File: config.mk
export PLATFORM = sky130hd
export DESIGN_NAME = cache_mem_arbiter
export DESIGN_NICKNAME = d
export VERILOG_FILES = /design/src/rtl/cache_mem_arbiter.sv
export SDC_FILE = /design/constraint.sdc
export NUM_CORES = 1
export LEC_CHECK = 0
export BUFFER_PORTS_ARGS = -buffer_cell sky130_fd_sc_hd__clkbuf_2
export CORE_MARGIN = 2
export CORE_UTILIZATION = 46
export CTS_CLUSTER_SIZE = 25
export DETAILED_ROUTE_END_ITERATION = 8
export PLACE_DENSITY = 0.85
export SYNTH_ARGS = -nofsm -noshare
export SYNTH_HDL_FRONTEND = slang
export SYNTH_SLANG_ARGS = --single-unit
File: constraint.sdc
create_clock -name clk -period 2.74 [get_ports clk]
set_input_delay 0.548 -clock clk [delete_from_list [all_inputs] [get_ports clk]]
set_output_delay 0.548 -clock clk [all_outputs]
set_load 0.02 [all_outputs]
File: src/rtl/cache_mem_arbiter.sv
// Sole master of unified main memory: arbitrates I-fill, D-fill and write-through stores,
// issues block reads one word per cycle into a pipelined memory, and steers returned words.
module cache_mem_arbiter #(
  parameter int WORDS   = 8,
  parameter int MEM_LAT = 4
) (
  input  logic                     clk,
  input  logic                     rst,
  input  logic                     icache_miss,
  input  logic [15:0]              icache_addr,
  input  logic                     dcache_miss,
  input  logic [15:0]              dcache_addr,
  input  logic                     dcache_wr_req,
  input  logic [15:0]              dcache_wr_addr,
  input  logic [15:0]              dcache_wr_data,
  input  logic [15:0]              mem_data_out,
  input  logic                     mem_data_valid,
  output logic                     mem_enable,
  output logic                     mem_wr,
  output logic [15:0]              mem_addr,
  output logic [15:0]              mem_data_in,
  output logic [15:0]              fill_data,
  output logic [$clog2(WORDS)-1:0] fill_word,
  output logic                     icache_data_valid,
  output logic                     dcache_data_valid,
  output logic                     icache_fill_done,
  output logic                     dcache_fill_done,
  output logic                     icache_busy,
  output logic                     dcache_busy,
  output logic                     wr_ack,
  output logic                     proto_err,
  output logic [1:0]               dbg_state
);

  localparam int IW  = $clog2(WORDS);
  localparam int OFF = IW + 1;
  localparam int OW  = $clog2((MEM_LAT > WORDS ? MEM_LAT : WORDS) + 1);
  localparam logic [IW-1:0] LAST = IW'(WORDS - 1);

  typedef enum logic [1:0] {
    IDLE   = 2'd0,
    FILL_I = 2'd1,
    FILL_D = 2'd2,
    WRITE  = 2'd3
  } state_t;

  state_t          state;
  logic [15:OFF]   blk;
  logic [IW-1:0]   iss_cnt;
  logic [IW-1:0]   iss_nxt;
  logic [IW-1:0]   rcv_cnt;
  logic [OW-1:0]   out_cnt;
  logic            filling;
  logic            rd_issue;
  logic            rd_valid;
  logic            last_ret;
  logic            unused_addr_bits;

  // Handshake: every request is a level held by its requester until the matching
  // *_fill_done / wr_ack pulse, and is only sampled while the FSM sits in IDLE.
  assign filling  = (state == FILL_I) || (state == FILL_D);
  assign rd_issue = mem_enable && !mem_wr;
  // A returning word is accepted only while a read of the current fill is in flight.
  assign rd_valid = mem_data_valid && filling && (out_cnt != '0);
  assign last_ret = rd_valid && (rcv_cnt == LAST);
  assign iss_nxt  = iss_cnt + IW'(1);

  assign fill_data         = mem_data_out;
  assign fill_word         = rcv_cnt;
  assign icache_data_valid = rd_valid && (state == FILL_I);
  assign dcache_data_valid = rd_valid && (state == FILL_D);
  assign icache_fill_done  = last_ret && (state == FILL_I);
  assign dcache_fill_done  = last_ret && (state == FILL_D);
  assign icache_busy       = (state == FILL_I);
  assign dcache_busy       = (state == FILL_D) || (state == WRITE);
  assign dbg_state         = state;
  assign unused_addr_bits  = ^{icache_addr[OFF-1:0], dcache_addr[OFF-1:0]};

  always_ff @(posedge clk) begin
    if (rst) begin
      state       <= IDLE;
      blk         <= '0;
      iss_cnt     <= '0;
      rcv_cnt     <= '0;
      out_cnt     <= '0;
      mem_enable  <= 1'b0;
      mem_wr      <= 1'b0;
      mem_addr    <= '0;
      mem_data_in <= '0;
      wr_ack      <= 1'b0;
      proto_err   <= 1'b0;
    end else begin
      wr_ack  <= 1'b0;
      out_cnt <= out_cnt + OW'(rd_issue) - OW'(rd_valid);
      if (mem_data_valid && !rd_valid) proto_err <= 1'b1;

      case (state)
        IDLE: begin
          if (dcache_wr_req) begin
            state       <= WRITE;
            mem_enable  <= 1'b1;
            mem_wr      <= 1'b1;
            mem_addr    <= dcache_wr_addr;
            mem_data_in <= dcache_wr_data;
            wr_ack      <= 1'b1;
          end else if (dcache_miss) begin
            state      <= FILL_D;
            blk        <= dcache_addr[15:OFF];
            iss_cnt    <= '0;
            rcv_cnt    <= '0;
            mem_enable <= 1'b1;
            mem_wr     <= 1'b0;
            mem_addr   <= {dcache_addr[15:OFF], {IW{1'b0}}, 1'b0};
          end else if (icache_miss) begin
            state      <= FILL_I;
            blk        <= icache_addr[15:OFF];
            iss_cnt    <= '0;
            rcv_cnt    <= '0;
            mem_enable <= 1'b1;
            mem_wr     <= 1'b0;
            mem_addr   <= {icache_addr[15:OFF], {IW{1'b0}}, 1'b0};
          end
        end
        WRITE: begin
          state      <= IDLE;
          mem_enable <= 1'b0;
          mem_wr     <= 1'b0;
        end
        FILL_I, FILL_D: begin
          if (mem_enable) begin
            if (iss_cnt == LAST) begin
              mem_enable <= 1'b0;
              iss_cnt    <= '0;
            end else begin
              iss_cnt  <= iss_nxt;
              mem_addr <= {blk, iss_nxt, 1'b0};
            end
          end
          if (rd_valid) begin
            if (last_ret) begin
              state   <= IDLE;
              rcv_cnt <= '0;
              iss_cnt <= '0;
            end else begin
              rcv_cnt <= rcv_cnt + IW'(1);
            end
          end
        end
        default: state <= IDLE;
      endcase
    end
  end

endmodule

==> results_tabular.tex <==
\begin{tabular}{lr}
\hline
Metric & Value \\
\hline
\multicolumn{2}{l}{\textbf{Clock network}} \\
Maximum clock insertion buffer count & 2 \\
CTS tree & done \\
Clock latency of the later-clocked register in the worst-skew pair & 0.33 ns \\
CTS buffer count & 9 \\
Clock slew at reported path FFs & 0.06 ns \\
Root cell of the clock tree & sky130\_fd\_sc\_hd\_\_clkbuf\_8 \\
Cts repair resizes & 0 \\
H-tree level count & 3 \\
Cts hold-fix bufs & 0 \\
Number of setup buffers added after CTS & 0 \\
Total clock sinks & 60 \\
\multicolumn{2}{l}{\textbf{Final layout}} \\
Final-layout fill cell count & 568 \\
Count of inserted antenna diode cells & 0 \\
Final cell count without fillers & 525 \\
Share of layout cells above drive strength 1 & 0.306 \\
Number of nets at the end of the flow & 543 \\
Layout area overhead & 23.9\% \\
\multicolumn{2}{l}{\textbf{Pwr}} \\
Maximum vdd drop & 678 uV \\
Part of the power in combinational logic & 0.506 \\
Clock share of power & 0.202 \\
Seq pwr share & 0.291 \\
Switching fraction of total power & 0.434 \\
Total leakage power & 1.71 nW \\
Power spent charging and discharging nets & 1.87 mW \\
Cell internal pwr & 2.44 mW \\
Pwr per Cell Area & 1170 nW/um2 \\
\multicolumn{2}{l}{\textbf{Logic synthesis}} \\
Arithmetic-cell share of the synthesized area counting full adders, half adders and majority gates & 0.0614 \\
Fraction of the mapped netlist area in compound gates & 0.215 \\
Top flip-flop cell by instance count after synthesis & sky130\_fd\_sc\_hd\_\_dfxtp\_1 \\
Share of async-settable or async-resettable flops after synthesis & 0 \\
Count of yosys warnings during synthesis & 0 \\
Seq/Total Area, Yosys & 0.404 \\
Xor and xnor fraction of the mapped netlist area & 0.00883 \\
Main combinational cell family by area after synthesis & compound AO/OA/AOI/OAI gates \\
Register bit total from synthesis & 60 \\
Synthesized Nets & 455 \\
Number of enable flip-flop cells after synthesis & 0 \\
Mean cell area of the mapped netlist & 8.38 um2 \\
Area of the mapped netlist & 2970 um2 \\
Post-synthesis simple-gate area fraction & 0.177 \\
Number of distinct library cells after synthesis & 40 \\
Number of instances in the synthesized netlist & 355 \\
Portion of netlist area occupied by mux cells & 0.0475 \\
\multicolumn{2}{l}{\textbf{Route}} \\
Drc violations & 0 \\
Detailed-route vias per instance & 5.32 \\
Detailed Routing Iterations Pass 1 & 4 \\
Violation count after the first detailed-routing iteration & 105 \\
Average wire per standard cell & 13.5 um \\
Total via count in the routed design & 2,791 \\
Number of nets still failing antenna checks after routing & 0 \\
DRT Wirelength & 7.07 mm \\
\multicolumn{2}{l}{\textbf{Timing}} \\
Share of the clock period used by the worst path & 0.888 \\
Worst setup slack after layout & 0.308 ns \\
Hold Fails Final Rpt & 0 \\
Final Critical Period & 2.43 ns \\
Headroom to the max-slew limit & 0.482 \\
Fmax achieved & 0.411 GHz \\
Slew at the pin closest to its max-slew limit & 0.777 ns \\
Max-slew violation count & 0 \\
Unrepaired setup endpoints after global routing & no \\
Final-report setup violation count & 0 \\
Post-route clock skew & 0.00526 ns \\
Total Negative Setup Slacks & 0 ns \\
\multicolumn{2}{l}{\textbf{Global routing}} \\
GRT Residual Overflow & 0 \\
Overall global routing resource usage & 0.203 \\
Vias in the first global route & 2,646 \\
Wire length of the first global-routing pass & 11.9 mm \\
Pin count of the biggest net entering global routing & 39 \\
Initial antenna violation count & 0 \\
\multicolumn{2}{l}{\textbf{Die}} \\
Chip Height & 84.4 um \\
Effective utilization at floorplan & 0.471 \\
Cell row count & 29 \\
Die boundary width & 84.4 um \\
Area of the placeable core & 6310 um2 \\
Number of I/O pins & 149 \\
Die outline area & 7120 um2 \\
\multicolumn{2}{l}{\textbf{Placed design}} \\
Last weighted congestion value of the routability-driven placer & 0.826 \\
Total of buffers placed on input and output ports & 108 \\
Placed cell count & 509 \\
Post-placement setup slack & 0.445 ns \\
Final HPWL from detailed placement & 5.13 mm \\
\multicolumn{2}{l}{\textbf{Worst setup path}} \\
Data arrival time of the worst path & 1.88 ns \\
Worst setup path class & reg2out \\
Nature of the critical path startpoint & flop \\
Crit Path Max Fanout & 6 \\
Crit path capture type & output port \\
CP required & 2.19 ns \\
\multicolumn{2}{l}{\textbf{Outcome}} \\
Status & finished, final reports clean \\
\multicolumn{2}{l}{\textbf{Flow run}} \\
\# Max-Cap Violations & 0 \\
\multicolumn{2}{l}{\textbf{Worst hold path}} \\
Worst min-delay path class & in2reg \\
\hline
\end{tabular}
[synth_stat cells, types with 2 or more instances]
master,instances,area (um2)
sky130_fd_sc_hd__a211oi_1,39,293
sky130_fd_sc_hd__a21oi_1,39,195
sky130_fd_sc_hd__a22oi_1,2,15.0
sky130_fd_sc_hd__a31oi_1,4,25.0
sky130_fd_sc_hd__and2_1,3,18.8
sky130_fd_sc_hd__and3_1,2,12.5
sky130_fd_sc_hd__buf_2,3,15.0
sky130_fd_sc_hd__buf_4,16,120
sky130_fd_sc_hd__clkbuf_1,20,75.1
sky130_fd_sc_hd__dfxtp_1,60,1200
sky130_fd_sc_hd__ha_1,13,163
sky130_fd_sc_hd__inv_1,12,45.0
sky130_fd_sc_hd__mux2i_1,13,130
sky130_fd_sc_hd__nand2_1,35,131
sky130_fd_sc_hd__nand2b_1,3,18.8
sky130_fd_sc_hd__nand3_1,4,20.0
sky130_fd_sc_hd__nand3b_1,2,15.0
sky130_fd_sc_hd__nor2_1,37,139
sky130_fd_sc_hd__nor2b_1,16,100
sky130_fd_sc_hd__o21ai_0,9,45.0
sky130_fd_sc_hd__or3_1,3,18.8
sky130_fd_sc_hd__xnor2_1,2,17.5
[cell usage in the layout (no fill, tap or decap), types with 10 or more instances in the layout]
| cell | instances |
|---|---|
| sky130_fd_sc_hd__clkbuf_2 | 108 |
| sky130_fd_sc_hd__dfxtp_1 | 60 |
| sky130_fd_sc_hd__a211oi_1 | 39 |
| sky130_fd_sc_hd__a21oi_1 | 38 |
| sky130_fd_sc_hd__nor2_1 | 37 |
| sky130_fd_sc_hd__nand2_1 | 35 |
| sky130_fd_sc_hd__nor2b_1 | 16 |
| sky130_fd_sc_hd__mux2i_1 | 13 |
| sky130_fd_sc_hd__ha_1 | 13 |
| sky130_fd_sc_hd__inv_1 | 12 |
| sky130_fd_sc_hd__clkbuf_8 | 10 |
[final timing paths]
check / cells past startpoint / start / slack, ns / end
setup / recovery: 6 / out_cnt[2]$_SDFF_PP0_ / 0.31 / dcache_fill_done
hold / removal: 3 / dcache_wr_data[15] / 0.45 / mem_data_in[15]$_SDFFE_PP0P_
setup reg to reg: 10 / out_cnt[2]$_SDFF_PP0_ / 0.42 / out_cnt[3]$_SDFF_PP0_
hold reg to reg: 2 / mem_data_in[13]$_SDFFE_PP0P_ / 0.46 / mem_data_in[13]$_SDFFE_PP0P_
[final cells by class]
type	count	area, um2	share of cell area
multi-input cells	243	1520	0.412
flip-flops and latches	60	1200	0.326
repair buffers	117	608	0.165
clock buffers	11	141	0.0384
well taps	77	96.3	0.0261
clock inverters	5	75.1	0.0204
inverters	12	45.0	0.0122
[per-stage QoR]
stage                     power, mW  instance area (um2)  hold slack (ns)   util
after global routing           4.68                 3680            0.436  0.584
after floorplan                2.88                 2970            0.475      -
final                          4.32                 3680            0.445  0.584
after global placement         3.38                 3470            0.441  0.549
after CTS                      4.35                 3680            0.428  0.584
after detailed placement       3.46                 3470            0.447  0.549
[state kept, by name (all words and copies together), names as in the netlist, 2 cells and up]
register     count
dbg_state        2
mem_addr        16
blk             12
out_cnt          4
mem_data_in     16
iss_cnt          3
fill_word        3
[per-layer routing]
layer / wire, um / share of wire / GRT usage
met1: 3030 / 0.43 / 0.259
met3: 549 / 0.078 / 0.0462
met4: 82 / 0.012 / 0.0779
met5: 0 / 0 / 0
met2: 3410 / 0.48 / 0.334
[power by group through the flow]
| stage | sequential [mW] | clock, mW | combinational (mW) |
|---|---|---|---|
| final | 1.26 | 0.874 | 2.19 |
| after global routing | 1.29 | 0.928 | 2.46 |
| after CTS | 1.26 | 0.893 | 2.20 |
| after detailed placement | 1.28 | 0 | 2.18 |
| after global placement | 1.26 | 0 | 2.12 |
| after floorplan | 1.45 | 0 | 1.42 |
[worst max-delay path: stages (launching register included)]
cell and delay, ns:
sky130_fd_sc_hd__dfxtp_1 0.30, sky130_fd_sc_hd__inv_1 0.07, sky130_fd_sc_hd__ha_1 0.14, sky130_fd_sc_hd__or3b_1 0.45
sky130_fd_sc_hd__and3_2 0.29, sky130_fd_sc_hd__and3_1 0.18, sky130_fd_sc_hd__clkbuf_2 0.15
[logic make-up after synthesis]
family / count (synthesis)
compound gates: 101
xor+xnor: 3
fa+ha+maj: 14
buf+inv: 52
flops: 60
mux: 14
simple gates: 111
No activity file was read; power rests on OpenSTA's default activity.
